File: src/rtl/word_mem_ctrl.sv
// Word-to-byte front end for the byte-serial memory: expands one 32-bit request
// into a 4-beat byte frame and reassembles read bytes into a word response.
module word_mem_ctrl #(
    parameter int BEATS = 4,
    parameter int AW    = 8
) (
    input  logic              clk,
    input  logic              rst,
    input  logic              req_valid,
    output logic              req_ready,
    input  logic              req_we,
    input  logic [AW-1:0]     req_addr,
    input  logic [8*BEATS-1:0] req_wdata,
    output logic              resp_valid,
    output logic [8*BEATS-1:0] resp_rdata,
    output logic [AW-1:0]     mem_address,
    output logic              mem_rw_select,
    output logic [7:0]        mem_wdata,
    input  logic [7:0]        mem_rdata
);
    localparam int DW = 8 * BEATS;
    localparam logic [1:0] LAST = 2'(BEATS - 1);

    typedef enum logic [2:0] {IDLE, WBEAT, RBEAT, RTAIL, RESP} state_t;

    state_t          state, state_n;
    logic [1:0]      k, k_n, kn1;
    logic [DW-1:0]   wdata_q, wdata_n;
    logic [DW-9:0]   rbuf, rbuf_n;
    logic            ready_n, resp_n, rw_n;
    logic [DW-1:0]   rdata_n;
    logic [AW-1:0]   addr_n;
    logic [7:0]      wd_n;

    assign kn1 = k + 2'd1;

    // Every output is computed one cycle ahead here and registered below.
    always_comb begin
        state_n = state;
        k_n     = k;
        wdata_n = wdata_q;
        rbuf_n  = rbuf;
        ready_n = 1'b0;
        resp_n  = 1'b0;
        rw_n    = 1'b1;
        wd_n    = 8'h00;
        addr_n  = mem_address;
        rdata_n = resp_rdata;
        unique case (state)
            IDLE: begin
                if (req_valid) begin
                    k_n     = 2'd0;
                    addr_n  = req_addr;
                    wdata_n = req_wdata;
                    if (req_we) begin
                        state_n = WBEAT;
                        rw_n    = 1'b0;
                        wd_n    = req_wdata[7:0];
                    end else begin
                        state_n = RBEAT;
                    end
                end else begin
                    ready_n = 1'b1;
                end
            end
            WBEAT: begin
                if (k == LAST) begin
                    state_n = RESP;
                    resp_n  = 1'b1;
                end else begin
                    k_n  = kn1;
                    rw_n = 1'b0;
                    wd_n = wdata_q[{kn1, 3'b000} +: 8];
                end
            end
            RBEAT: begin
                // mem_rdata trails the beat by one cycle: beat k carries byte k-1.
                unique case (k)
                    2'd1:    rbuf_n[7:0]   = mem_rdata;
                    2'd2:    rbuf_n[15:8]  = mem_rdata;
                    2'd3:    rbuf_n[23:16] = mem_rdata;
                    default: ;
                endcase
                if (k == LAST) state_n = RTAIL;
                else           k_n     = kn1;
            end
            RTAIL: begin
                state_n = RESP;
                resp_n  = 1'b1;
                rdata_n = {mem_rdata, rbuf};
            end
            RESP: begin
                state_n = IDLE;
                ready_n = 1'b1;
            end
            default: begin
                state_n = IDLE;
                ready_n = 1'b1;
            end
        endcase
    end

    always_ff @(posedge clk) begin
        if (rst) begin
            state         <= IDLE;
            k             <= 2'd0;
            wdata_q       <= '0;
            rbuf          <= '0;
            req_ready     <= 1'b1;
            resp_valid    <= 1'b0;
            resp_rdata    <= '0;
            mem_address   <= '0;
            mem_rw_select <= 1'b1;
            mem_wdata     <= 8'h00;
        end else begin
            state         <= state_n;
            k             <= k_n;
            wdata_q       <= wdata_n;
            rbuf          <= rbuf_n;
            req_ready     <= ready_n;
            resp_valid    <= resp_n;
            resp_rdata    <= rdata_n;
            mem_address   <= addr_n;
            mem_rw_select <= rw_n;
            mem_wdata     <= wd_n;
        end
    end
endmodule

File: config.mk
export PLATFORM = sky130hd
export DESIGN_NAME = word_mem_ctrl
export DESIGN_NICKNAME = d
export VERILOG_FILES = /design/src/rtl/word_mem_ctrl.sv
export SDC_FILE = /design/constraint.sdc
export NUM_CORES = 1
export LEC_CHECK = 0
export ABC_AREA = 1
export BUFFER_PORTS_ARGS = -buffer_cell sky130_fd_sc_hd__buf_2
export CAP_MARGIN = 20
export CORE_ASPECT_RATIO = 1.1
export CORE_MARGIN = 2
export CORE_UTILIZATION = 57
export DETAILED_ROUTE_END_ITERATION = 7
export PLACE_DENSITY = 0.84
export SYNTH_ARGS = -nofsm -noshare
export SYNTH_HDL_FRONTEND = slang
export SYNTH_SLANG_ARGS = --single-unit
File: constraint.sdc
create_clock -name clk -period 4.3 [get_ports clk]
set_input_delay 0 -clock clk [delete_from_list [all_inputs] [get_ports clk]]
set_output_delay 0 -clock clk [all_outputs]
set_load 0.01 [all_outputs]
Yosys cells after proc, flatten, opt, wreduce, memory -nomap -nowiden --
Index checks and enable logic that the tools add are counted.
Storage, ports and cells: memories 0, latch bits 0, RAM bits 0, bits in read-only memories 0, register bits 112
Cells by class: reductions and logical operators 10, $add $sub $neg 1, eq/ne operators 10, mux-type cells 19, divide/modulo/power cells 0, bitwise gates (word level) 0, shift-type cells 1, $mul 0, $lt $le $gt $ge 0
Operator list (count):
- variable part select 32 x 6 -> 8 bit | 1
- 2-to-1 mux 8 bit | 3
- one-hot mux 8 bit (2 select lines) | 1
- one-hot mux 3 bit (4 select lines) | 1
- 2-to-1 mux 3 bit | 3
- inequality test 2 bit (second input constant) | 4
- AND reduction 2 bit | 4
- equality test 3 x 2 -> 1 bit (second input constant) | 2
- 2-to-1 mux 2 bit | 3
- one-hot mux 1 bit (2 select lines) | 3
- AND reduction 3 bit | 2
- equality test 2 bit (second input constant) | 2
- 2-to-1 mux 1 bit | 4
- one-hot mux 2 bit (2 select lines) | 1
- equality test 3 x 1 -> 1 bit (second input constant) | 1
- logical NOT 3 bit | 1
- OR reduction 3 bit | 1
- adder 2 x 1 -> 2 bit (second input constant) | 1
- equality test 2 x 1 -> 1 bit (second input constant) | 1
- nonzero test 2 bit | 1
- OR reduction 2 bit | 1

Longest topological paths before layout --
Gate-level depths: netlist of the first run.
depth after elaboration 4, gate-level depth with buffers 8

Worst setup path after synthesis of the first run --
Ideal clock, no wire load.
path type flip-flop to flip-flop, start point register k[0], end point register mem_wdata[7], period minus slack after synthesis 1.721 ns, setup slack 2.579 ns, setup time 0.131 ns, buffers on the path 1, data arrival time 1.590 ns, stages on the path, launching flop included 9, path through dfxtp_1 > inv_2 > buf_2 > ha_1 > clkinv_1 > nand3_1 > o21ai_1 > nand2_1 > a21oi_2
Between the ends: word-level cells in the longest chain between the ends 4
RTL lines:
- start, declared | line 27 | logic [1:0] k, k_n, kn1;
- start signal, assigned | line 117 | k <= k_n;
- adder 2 x 1 -> 2 bit | line 35 | assign kn1 = k + 2'd1;
- variable part select 32 x 6 -> 8 bit | line 73 | wd_n = wdata_q[{kn1, 3'b000} +: 8];
- 2-to-1 mux 8 bit * | line 67 | if (k == LAST) begin
- one-hot mux 8 bit (2 select lines) * | line 49 | unique case (state)
- end signal, assigned | line 125 | mem_wdata <= wd_n;
- end, declared | line 18 | output logic [7:0] mem_wdata,
Every way passes the cells marked *; elsewhere a longest branch is shown, timed or not. A chain may end at the register's enable or synchronous reset.

Worst setup path after layout of the first run --
start point register k[0], end point register mem_wdata[3]
The elaborated chain is that of the path after synthesis.

==> run metrics, run 1 <==
status=finished, final reports clean; CTS clock-pin slew for the worst setup and hold paths=between 0.1 and 0.15 ns; vertical die dimension=around 97 µm; length of the first detailed-routing pass in iterations=5; combinational share of power=between 30% and 40%; via count of the routed design=between 4000 and 5000; cell count after synthesis=569; half-perimeter wire length of the detailed placement result=7.03 mm; depth of the worst register-to-register path=7; Hold Crit Depth=4; Data required, critical path=approximately 4.5 ns; Initial Utilization=59.5%; global-route wire length before repair=18.5 mm; core area=~0.0075 mm²; die footprint=between 0.008 and 0.009 mm²; fin crit period=2.47 ns; adder-cell share of the synthesized area=between 1 and 1.5%; actual transition at the worst max-transition pin=between 0.9 and 1 ns; arrival time at the worst endpoint=2.69 ns; register bit count reported by yosys=between 100 and 150; via-per-instance ratio=~5.2; Final Max Tran Viols=0; pwr/cell area=approximately 530 mW/mm²; number of remaining DRC errors=0; main combinational cell family by area after synthesis=simple AND/OR/NAND/NOR gates; Root Buffer=clkbuf_8; P_int=1.86 mW; number of warnings reported in the yosys synthesis log=0; GP Congestion=0.792; count of input and output buffers=around 100; vias in the first global route=4056; Gates resized, CTS repair=0; Setup Viol. Count Final=0; total clock buffers created by CTS=9; Critical Path Sink Type=flip-flop; fmax=between 400 and 500 MHz; mean routed wirelength per cell=roughly 14 µm; share of total power consumed by net switching=37.4%; horizontal die dimension=just under 90 µm; CTS tree=yes; Worst Path Class, Setup=flip-flop to flip-flop; CP Max Fanout=20; nature of the critical path startpoint=flip-flop; number of distinct library cells after synthesis=25; worst skew pair latency=between 0.3 and 0.4 ns; number of diodes=0; post-route met1 wirelength=roughly 4.8 mm; level count of the clock H-tree=3; maximum root-to-sink buffer count=2; number of antenna violations at the first check in global routing=0; Overflow after GRT=0; number of max-cap violations=0; clock share of power=a little over a fifth; Tightest Hold Check Type=primary input to flip-flop; number of DRC markers after the initial detailed-route iteration=301; number of buffers inserted by hold repair at cts=49; number of nets produced by synthesis=625; Mapped Area=~0.0045 mm²; Worst R2R Setup Slack=around 1.8 ns; clock skew after layout=0.0128 ns; xor and xnor area share after synthesis=0%; number of buffers inserted to repair setup after CTS=0; simple logic cell fraction of the synthesized area=between 20% and 30%; detailed-route wire length=11.3 mm; clock sink count=112; share of post-route cells with drive strength above 1=between 20 and 25%; worst rel slew slack=~37%; Total Negative Setup Slacks=0 ns; number of nets in the final layout=between 700 and 800; Syn Area/Cell=7.86 µm²; number of hold violations in the final report=0; share of cell area taken by muxes after synthesis=0%; cell count after placement=around 740; maximum number of pins on one net before global-route repair=65; highest routing layer actually used=met4; io pins=~100; Compound-Gate Fraction of Synth Area=between 10% and 20%; peak supply drop=between 0.3 and 0.4 mV; metal2 WL=around 5.6 mm; sequential area share after synthesis=between 50% and 60%; floorplan row count=33; net load switching power=1.11 mW; GRT Overall Usage=about a quarter; static leakage=~2.5 nW; share of the clock period used by the worst path after layout=a little under three fifths; synthesis-to-layout area growth=24.8%; antenna-violating nets left=0; met3 routed wirelength=between 600 and 700 µm; unrepaired setup endpoints after global routing=no; proportion of power drawn by flip-flops and latches=45.7%; Cell Count, Final, Fillers Out=between 800 and 900
[synthesized netlist by cell type]
library cell,instances,area [µm²]
o21ai_1,22,110
o21ai_0,59,295
clkinv_1,2,7.51
buf_2,9,45.0
nand3_2,1,10.0
a21oi_2,9,78.8
nand3_1,43,215
o21ai_2,3,26.3
inv_1,38,143
nor2_1,92,345
nand2_8,1,20.0
buf_12,2,40.0
inv_4,1,6.26
nor2_4,2,22.5
ha_1,4,50.1
a21oi_1,58,290
nand4_1,3,18.8
nor2_8,1,20.0
clkbuf_1,13,48.8
inv_2,3,11.3
nand2_4,1,11.3
dfxtp_1,112,2240
nand2_1,77,289
buf_6,9,101
nand2_2,4,25.0
[cell families (layout without fill, tap and decap cells)]
group	Yosys count	after routing
simple gates	225	225
compound gates	151	151
flops	112	112
buf+inv	77	212
fa+ha+maj	4	4
[placed cells by master (no fill, tap or decap), types with 3 or more instances in the layout]
cell type / Yosys / final
nand2_2: 4 / 4
nand4_1: 3 / 3
clkbuf_8: 0 / 9
o21ai_0: 59 / 59
o21ai_2: 3 / 3
a21oi_1: 58 / 58
ha_1: 4 / 4
dlygate4sd3_1: 0 / 49
o21ai_1: 22 / 22
inv_2: 3 / 3
nand2_1: 77 / 77
inv_1: 38 / 38
dfxtp_1: 112 / 112
buf_2: 9 / 102
a21oi_2: 9 / 9
nor2_1: 92 / 92
nand3_1: 43 / 43
[sequential cells by signal (all words and copies together), names as in the netlist]
signal,count
state,3
resp_valid,1
wdata_q,32
resp_rdata,32
rbuf,24
mem_wdata,8
req_ready,1
k,2
mem_rw_select,1
mem_address,8
[through the flow]
step	total power [mW]	setup WS [ns]	area, µm²	hold slack, ns	utilization (%)
floorplan	2.09	2.58	4470	0.135	-
global placement	2.25	1.94	4890	0.223	65.0
detailed placement	2.29	1.87	4890	0.234	65.0
CTS	2.96	1.85	5580	0.148	74.3
global route	3.16	1.57	5580	0.182	74.3
finish	2.97	1.83	5580	0.162	74.3
[worst paths after layout]
kind / startpoint / endpoint
setup / recovery: k[0] / mem_wdata[3]
hold / removal: req_valid / req_ready
setup reg to reg: k[0] / mem_wdata[3]
hold reg to reg: wdata_q[15] / wdata_q[15]
[per-layer routing]
metal | up-vias | GRT usage [%]
met3 | 21 | 5.38
li1 | 2113 | -
met5 | - | 0
met4 | 0 | 6.99
met2 | 167 | 44.5
met1 | 1946 | 34.6
[power groups by stage]
stage	Combinational [mW]	Sequential [mW]	Clock, mW
floorplan	0.688	1.40	0
global placement	0.889	1.37	0
detailed placement	0.916	1.38	0
CTS	0.955	1.35	0.648
global route	1.09	1.38	0.690
finish	0.968	1.36	0.643
[layout make-up]
type | instances | area [µm²]
Clock buffer | 9 | 124
Clock inverter | 7 | 80.1
Fill cell | 574 | 1930
Inverter | 44 | 168
Multi-Input combinational cell | 380 | 1830
Sequential cell | 112 | 2240
Tap cell | 105 | 131
Timing Repair Buffer | 152 | 1010
[critical path, cell delays in order (launching register included)]
cell and delay [ns]:
dfxtp_1 0.75, inv_2 0.31, ha_1 0.53, clkinv_1 0.30, nand3_1 0.18, o21ai_0 0.11, nand2_1 0.08, a21oi_1 0.06
No activity file was read; power rests on OpenSTA's default activity.
==> run 2: changes to the inputs <==
- CORE_UTILIZATION: 57 -> 48
- PLACE_DENSITY: 0.84 -> 0.75
- clock period: 4.3 -> 2.07 ns (I/O delays scaled with it)
==> run metrics, run 2 (same netlist as run 1, synthesis figures left out) <==
CP Max Fanout=9 (was 20); highest-count cells in the layout ignoring fill and taps=dfxtp_1, buf_2, nor2_1 (unchanged); Setup Viol. Count Final=0 (unchanged); capturing point of the worst reg2reg path=mem_wdata[3] (unchanged); nature of the critical path startpoint=flip-flop (unchanged); worst skew pair latency=0.38 ns (was 0.36 ns); number of max-cap violations=0 (unchanged); Final Max Tran Viols=0 (unchanged); final hold slack=0.179 ns (was 0.162 ns); number of nets in the final layout=760 (was 755); half-perimeter wire length of the detailed placement result=7.29 mm (was 7.03 mm); mean routed wirelength per cell=13.9 µm (about the same); detailed-route wire length=11.4 mm (was 11.3 mm); Root Buffer=clkbuf_8 (unchanged); number of remaining DRC errors=0 (unchanged); CTS tree=yes (unchanged); share of post-route cells with drive strength above 1=21.2% (was 20.6%); Tightest Hold Check Type=primary input to flip-flop (unchanged); Worst Path Class, Setup=flip-flop to flip-flop (unchanged); arrival time at the worst endpoint=1.92 ns (was 2.69 ns); via count of the routed design=4278 (was 4247); Critical Path Sink Type=flip-flop (unchanged); floorplan row count=36 (was 33); biggest registers after layout=resp_rdata: 32 flops, wdata_q: 32 flops, rbuf: 24 flops (unchanged); Total Negative Setup Slacks=0 ns (unchanged); share of the clock period used by the worst path after layout=80.5% (was 57.5%); vertical die dimension=105 µm (was 96.9 µm); fin crit period=1.67 ns (was 2.47 ns); post-layout util=62.8% (was 74.3%); worst hold path startpoint=rst (was req_valid); number of diodes=0 (unchanged); GRT Overall Usage=23.7% (was 26.6%); number of hold violations in the final report=0 (unchanged); GP Congestion=0.870 (was 0.792); vias in the first global route=4231 (was 4056); total clock buffers created by CTS=9 (unchanged); status=finished, final reports clean (unchanged); clock skew after layout=0.00964 ns (was 0.0128 ns); CTS clock-pin slew for the worst setup and hold paths=0.10 ns (was 0.11 ns); core area=0.00896 mm² (was 0.00751 mm²); count of input and output buffers=102 (unchanged); peak supply drop=0.526 mV (was 0.320 mV); fmax=600 MHz (was 404 MHz); via-per-instance ratio=5.20 (was 5.25); Data required, critical path=2.32 ns (was 4.52 ns); Worst R2R Setup Slack=0.40 ns (was 1.83 ns); Critical R2R Launch=k[0] (unchanged); unrepaired setup endpoints after global routing=no (unchanged); pwr/cell area=1080 mW/mm² (was 532 mW/mm²); worst rel slew slack=54.7% (was 37.2%); maximum root-to-sink buffer count=2 (unchanged); Initial Utilization=49.9% (was 59.5%); length of the first detailed-routing pass in iterations=4 (was 5); horizontal die dimension=96.0 µm (was 88.5 µm); antenna-violating nets left=0 (unchanged); static leakage=2.55 nW (was 2.52 nW); maximum number of pins on one net before global-route repair=65 (unchanged); number of antenna violations at the first check in global routing=0 (unchanged); worst setup path end=mem_wdata[3] (unchanged); global-route wire length before repair=19.2 mm (was 18.5 mm); number of DRC markers after the initial detailed-route iteration=138 (was 301); clock sink count=112 (unchanged); synthesis-to-layout area growth=25.8% (was 24.8%); most common library cell in the layout ignoring fill and taps=dfxtp_1 (unchanged); level count of the clock H-tree=3 (unchanged); die footprint=0.0101 mm² (was 0.00857 mm²); worst setup path startpoint=k[0] (unchanged); io pins=103 (unchanged); actual transition at the worst max-transition pin=0.675 ns (was 0.941 ns); Overflow after GRT=0 (unchanged); depth of the worst register-to-register path=7 (unchanged)
run 2: power by group:
group,internal [mW],switching [mW]
sequential,2.59,0.211
clock,0.464,0.778
combinational,0.724,1.33
total,3.78,2.32
run 2: layout make-up:
class	instances	area [µm²]
fill	807	3340
sequential	112	2240
multi-input combinational	380	1830
timing repair buffer	157	1060
inverter	44	168
tap	114	143
clock buffer	9	124
clock inverter	7	62.6
run 2: critical path: stages, from the launching register on:
cell	delay [ns]
dfxtp_1	0.37
inv_2	0.04
ha_1	0.43
clkinv_1	0.32
nand3_1	0.17
o21ai_0	0.09
nand2_1	0.06
a21oi_1	0.06
run 2: worst min-delay path by stage:
stage | to | slack (ns) | depth (start not counted)
6_report | mem_wdata[7] | 0.18 | 3
5_1_grt | rbuf[17] | 0.19 | 3
4_1_cts | mem_wdata[7] | 0.17 | 3
3_5_place_dp | wdata_q[25] | 0.24 | 3
3_3_place_gp | mem_address[4] | 0.22 | 3
2_1_floorplan | resp_rdata[26] | 0.13 | 2
run 2: timing repair:
action                                 in CTS  in global routing
endpoints found under the hold margin      79                  0
buffers inserted                            0                  0
gates resized for setup                     0                  0
hold buffers                               49                  0
run 2: per-layer routing:
layer	wire length [µm]	GRT usage, %
met4	302	10.5
met2	5580	39.2
met3	588	4.00
met1	4970	29.9
met5	0	0
run 2: metrics by stage:
step / std cells / setup slack [ns] / power (mW) / area, µm²
3_3_place_gp: 758 / 0.483 / 4.75 / 4950
2_1_floorplan: 569 / 0.349 / 4.35 / 4470
4_1_cts: 823 / 0.405 / 6.11 / 5630
5_1_grt: 823 / 0.246 / 6.55 / 5630
6_report: 823 / 0.404 / 6.10 / 5630
3_5_place_dp: 758 / 0.455 / 4.81 / 4950
